$ cat config.mk
export PLATFORM = sky130hd
export DESIGN_NAME = mux4_rr_arbiter
export DESIGN_NICKNAME = d
export VERILOG_FILES = /design/src/rtl/mux4_rr_arbiter.sv
export SDC_FILE = /design/constraint.sdc
export NUM_CORES = 1
export LEC_CHECK = 0
export CAP_MARGIN = 15
export CORE_MARGIN = 1.5
export CORE_UTILIZATION = 43
export DETAILED_ROUTE_END_ITERATION = 8
export GPL_ROUTABILITY_DRIVEN = 1
export PLACE_DENSITY = 0.72
export SYNTH_ARGS = -nofsm -noshare
export SYNTH_HDL_FRONTEND = slang
export SYNTH_SLANG_ARGS = --single-unit
export TNS_END_PERCENT = 20
$ cat constraint.sdc
create_clock -name clk -period 1.9 [get_ports clk]
set_input_delay 0.38 -clock clk [delete_from_list [all_inputs] [get_ports clk]]
set_output_delay 0.38 -clock clk [all_outputs]
set_load 0.005 [all_outputs]
$ cat src/rtl/mux4_rr_arbiter.sv
// Round-robin arbiter sharing one 4:1 mux among four requesters.
// Grant, mux select and busy are all registered; a holder can be preempted after MAX_HOLD cycles.
//
// state | meaning
// IDLE  | no grant active; s1/s0 keep the last granted index
// GRANT | gnt is one-hot at idx, hold_cnt counts consecutive grant cycles
module mux4_rr_arbiter #(
    parameter int MAX_HOLD = 4
) (
    input  logic       clk,
    input  logic       rst,
    input  logic [3:0] req,
    output logic [3:0] gnt,
    output logic       s1,
    output logic       s0,
    output logic       busy
);
    localparam int HW = (MAX_HOLD < 1) ? 1 : $clog2(MAX_HOLD + 1);
    localparam logic [HW-1:0] HOLD_ONE = HW'(1);
    localparam logic [HW-1:0] HOLD_MAX = HW'(MAX_HOLD);

    typedef enum logic {IDLE, GRANT} state_t;

    state_t        state, state_nxt;
    logic [1:0]    idx, idx_nxt;
    logic [1:0]    ptr, ptr_nxt;
    logic [HW-1:0] hold_cnt, hold_nxt;
    logic [3:0]    others;
    logic          do_release;

    // First set bit of vec, scanning upward from start with wrap at 3 -> 0.
    function automatic logic [1:0] pick(input logic [3:0] vec, input logic [1:0] start);
        logic [1:0] cand;
        logic       found;
        logic [1:0] win;
        win   = start;
        found = 1'b0;
        for (int k = 0; k < 4; k++) begin
            cand = start + 2'(k);
            if (!found && vec[cand]) begin
                win   = cand;
                found = 1'b1;
            end
        end
        return win;
    endfunction

    always_ff @(posedge clk) begin
        if (rst) begin
            state    <= IDLE;
            idx      <= 2'd0;
            ptr      <= 2'd0;
            hold_cnt <= '0;
        end else begin
            state    <= state_nxt;
            idx      <= idx_nxt;
            ptr      <= ptr_nxt;
            hold_cnt <= hold_nxt;
        end
    end

    always_comb begin
        state_nxt  = state;
        idx_nxt    = idx;
        ptr_nxt    = ptr;
        hold_nxt   = hold_cnt;
        others     = req & ~(4'b0001 << idx);
        do_release = 1'b0;
        case (state)
            IDLE: begin
                if (req != 4'b0000) begin
                    state_nxt = GRANT;
                    idx_nxt   = pick(req, ptr);
                    hold_nxt  = HOLD_ONE;
                end
            end
            GRANT: begin
                do_release = !req[idx] ||
                             ((MAX_HOLD != 0) && (hold_cnt == HOLD_MAX) && (others != 4'b0000));
                if (do_release) begin
                    ptr_nxt = idx + 2'd1;
                    // The current holder is masked out so it only re-wins by rotation.
                    if (others != 4'b0000) begin
                        idx_nxt  = pick(others, idx + 2'd1);
                        hold_nxt = HOLD_ONE;
                    end else begin
                        state_nxt = IDLE;
                        hold_nxt  = '0;
                    end
                end else if ((MAX_HOLD != 0) && (hold_cnt < HOLD_MAX)) begin
                    hold_nxt = hold_cnt + HOLD_ONE;
                end
            end
            default: state_nxt = IDLE;
        endcase
    end

    assign busy = (state == GRANT);
    assign gnt  = busy ? (4'b0001 << idx) : 4'b0000;
    assign s1   = idx[1];
    assign s0   = idx[0];

endmodule

# After elaboration in Yosys (flattened, before gate mapping)
# Index checks and enable logic that the tools add are counted.
# W data, S select, Z words.
[totals] ff_bits=8 inputBits=6 out_inout_bits=7 word_cells=110
[classes] n_addsub=8 order_cmp=10 eq_ne=5 shift=1 muxes=59 bitwise_logic=3 reduce_logical=20
[ops] operator="$mux W1" count=34
[ops] operator="$lt A2 B3 Y1 const B" count=9
[ops] operator="$bmux W1 S2" count=9
[ops] operator="$mux W2" count=9
[ops] operator="$mux W3" count=3
[ops] operator="$add A2 B2 Y2 const B" count=4
[ops] operator="$reduce_bool A4 Y1" count=2
[ops] operator="$logic_and A1 B1 Y1" count=7
[ops] operator="$logic_not A1 Y1" count=7
[ops] operator="$add A2 B1 Y2 const B" count=3
[ops] operator="$pmux W3 S2" count=1
[ops] operator="$and A4 B4 Y4" count=1
[ops] operator="$mux W4" count=1
[ops] operator="$ne A2 B1 Y1 const B" count=2
[ops] operator="$not A4 Y4" count=1
[ops] operator="$pmux W2 S2" count=1
[ops] operator="$reduce_and A2 Y1" count=2
[ops] operator="$shl A1 B2 Y4 const A" count=1
[ops] operator="$add A3 B1 Y3 const B" count=1
[ops] operator="$eq A3 B3 Y1 const B" count=1
[ops] operator="$lt A3 B3 Y1 const B" count=1
[ops] operator="$ne A3 B1 Y1 const B" count=1
[ops] operator="$reduce_and A3 Y1" count=1
[ops] operator="$ne A2 B2 Y1 const B" count=1
[ops] operator="3 further kinds" count=3

# Longest topological paths before layout
[logic_depth] depth_word=27 depth_mapped=9 ltp_nobuf=7

# Worst setup path after synthesis
# OpenSTA, ideal clock, no wires.
[synth_timing] kind="register to register" start="register idx[0]" end="register idx[0]" setup_ns=0.129 arrival_ns=1.958 t_required_ns=1.771 setup_slack_ns=-0.187 path_stages_with_launch=9 n_path_buf=2 synth_period_minus_slack_ns=2.087 cell_sequence="dfxtp_1 -> buf_6 -> inv_1 -> ha_1 -> clkbuf_1 -> o221ai_1 -> a221o_1 -> a211oi_1 -> a211oi_2"
[synth_via] elab_chain_len=27 word_cells_on_any_way=48 cone_classes="4 x add/sub; 2 x eq/ne; 1 x shift; 28 x mux; 2 x bitwise; 11 x reduce/logical"
[synth_lines] item="start: declaration" line_no="25" text="logic [1:0] idx, idx_nxt;"
[synth_lines] item="start signal: assignment" line_no="56" text="idx <= idx_nxt;"
[synth_lines] item="parallel branches: the longest is 27 deep, another holds $add A2 B1 Y2"
# Parallel ways; which one is timed is not known. The select of a mux whose other input is x is not followed.
# A chain may end at the register's enable or synchronous reset.

# Worst setup path after layout
# Same ends and word-level chain as after synthesis.

==> run metrics <==
Die X 49.8 um; number of global-route vias before repair 1,028; Wirelength per Cell 15.4 um; DR iter-0 viols 38; clk root buf clkbuf_4; IO Port Bufs 12; initial antenna violation count 0; top-area cell type share of the netlist area 0.170; Final Cycle Share 1.02; PnR worst setup slack -32.5 ps; DP Area 1270 um2; post-route cell area 1410 um2; CORE AREA 2020 um2; Starting Density 0.466; multi-input logic area 807 um2; adder-cell share of the synthesized area 0.0797; final antenna-violating net count 0; Synth Net Count 129; clk sink count 8; placed cells 174; Worst Skew 4.32 ps; synthesized area 942 um2; critical path required time 2070 ps; worst-margin pin slew 458 ps; fillers 161; Arr. time, crit path 2100 ps; drc violations 0; Seq cells post-synth 8; GRT overflow 0; Synth area leaders dfxtp_1 (17%), ha_1 (8.0%), mux2_2 (6.0%); CTS tree done; mux contribution to synthesized area 0.129; Static Leak 0.000594 uW; critical path class flip-flop to flip-flop; Worst Setup Start Kind flip-flop; DR vias/cell 5.82; Post-Syn Instances 117; ys async rst share 0; leading area contributor after synthesis dfxtp_1; layout cells sized above 1 0.383; Hold Vio Cnt, Final 0; Hold Crit Class flip-flop to flip-flop; final worst path period need 1930 ps; Compound-Gate Fraction of Synth Area 0.320; violated checks setup timing; number of enable flip-flop cells after synthesis 0; htree depth 1; pwr dens 681 nW/um2; Max Cap Viol 0; routability cong. 0.906; Tot Pwr 958 uW; simple-gate area share of the yosys netlist 0.227; Antenna Cells 0; Pins Over Slew Limit 0; Die Height 49.8 um; final WL 2790 um; DPL Wire Length 2020 um; fmax 517 MHz; Max clock buf depth 2; Worst setup EP type flip-flop; 1st-pass router iterations 4; unrepaired setup endpoints after global routing yes; largest net degree at the start of global routing 17; Post-Synth XOR/XNOR Area 0; fin cells 181; total track usage 0.230; Yosys warning total 0; Clock Latency Late Sink 250 ps; Setup Viol. Count Final 4; via count 1,054; io pins 13; Worst R2R Setup Slack -30 ps; Placement Rows 16; final net count 168; Clock Pin Slew Worst Setup and Hold Paths 60 ps; largest family of logic cells by synthesized area compound AO/OA/AOI/OAI gates; maximum fanout along the worst path 5; Slew Limit Headroom 0.694; register area share after synthesis 0.170; Register Area 165 um2; first-pass GRT wire length 4460 um; syn avg cell area 8.05 um2; DIE AREA 2480 um2; Synth cell types 44; Peak VDD IR 0.000448 V; outcome finished with violations; TritonCTS Buffers 3; Area Overhead vs Synth 49.4%; Synth Flop Type dfxtp_1
==> placed cells by master (no fill, tap or decap), types with 2 or more instances in the layout <==
master	Yosys	layout
o22ai_1	2	2
a21o_1	2	2
clkdlybuf4s50_1	0	7
buf_4	1	28
inv_1	7	5
a211oi_2	1	2
nand2b_4	0	3
nor2_1	7	7
a221o_1	2	2
a211oi_1	3	2
mux2_2	5	4
ha_4	0	3
dfxtp_1	8	6
buf_6	1	2
clkbuf_4	0	3
mux2_4	1	2
mux2i_1	5	5
dlygate4sd2_1	0	4
nand2_1	6	6
and2_1	4	4
nor3_1	5	5
o21ai_0	4	4
nand4_1	2	2
a21oi_1	10	9
nand2b_1	7	4
ha_1	6	3
==> sequential cells by signal, summed over array words and instances (netlist names) <==
signal    flops
hold_cnt      3
idx           2
ptr           2
busy          1
==> through the flow <==
step / TNS (ps) / setup slack, ps / hold slack, ps / utilization
after floorplan: 0 / 13.7 / 459 / -
after global placement: -1830 / -332 / 478 / 0.626
after detailed placement: -2120 / -355 / 496 / 0.626
after CTS: -2.99 / -2.99 / 503 / 0.652
after global routing: -453 / -108 / 553 / 0.696
final: -81.7 / -32.5 / 502 / 0.696
==> synthesized netlist by cell type, types with 2 or more instances <==
library cell and count:
a211oi_1 3, a21o_1 2, a21oi_1 10, a221o_1 2, and2_1 4, buf_2 2
clkbuf_1 3, dfxtp_1 8, ha_1 6, inv_1 7, mux2_2 5, mux2i_1 5
nand2_1 6, nand2b_1 7, nand4_1 2, nor2_1 7, nor2b_1 2, nor3_1 5
o21ai_0 4, o221ai_1 2, o22ai_1 2
==> kinds of logic after synthesis <==
family | Yosys count
flip-flops | 8
AND/OR/NAND/NOR | 39
adder cells (fa/ha/maj) | 6
AO/OA/AOI/OAI | 38
multiplexers | 11
buffers and inverters | 15
==> final cells by class <==
class	count	share of cell area
multi-input combinational	94	0.573
timing repair buffer	42	0.249
sequential	8	0.117
tap	27	0.0240
inverter	7	0.0204
clock buffer	3	0.0160
==> final timing paths <==
path | start | to | cells after the start
worst max-delay path | idx[0] | idx[0] | 7
worst max register to register | idx[0] | idx[0] | 7
worst min-delay path | hold_cnt[0] | hold_cnt[0] | 2
worst min register to register | hold_cnt[0] | hold_cnt[0] | 2
==> worst max-delay path, cell delays in order, from the launching register on <==
cell and delay (ps):
dfxtp_4 370, buf_6 120, ha_4 150, nand2b_4 140, mux2_4 290, a221o_1 380
a21o_1 200, a211oi_2 200
==> metal layers <==
| layer | up-vias | GRT usage | wire, um | share of wire |
|---|---|---|---|---|
| met5 | - | 0 | 0 | 0 |
| met4 | 0 | 0.106 | 38 | 0.014 |
| met3 | 6 | 0.0212 | 84 | 0.030 |
| met2 | 30 | 0.391 | 1390 | 0.50 |
| met1 | 508 | 0.291 | 1280 | 0.46 |
| li1 | 510 | - | - | - |
==> report_power, final <==
part           internal, uW  total (uW)  leakage [uW]  switching [uW]
registers               190         220     0.0000668            29.7
logic                   325         610      0.000513             284
clock network          72.2         129     0.0000138            56.6
total                   587         958      0.000594             371
==> what timing repair did <==
| item | 4_1_cts | 5_1_grt |
|---|---|---|
| setup endpoints to repair | 8 | 10 |
| resized for setup | 8 | 15 |
| pin swaps | 2 | 9 |
| buffers inserted | 3 | 2 |
| hold buffers | 0 | 0 |
Note: power is estimated with default switching activity, not from simulation.
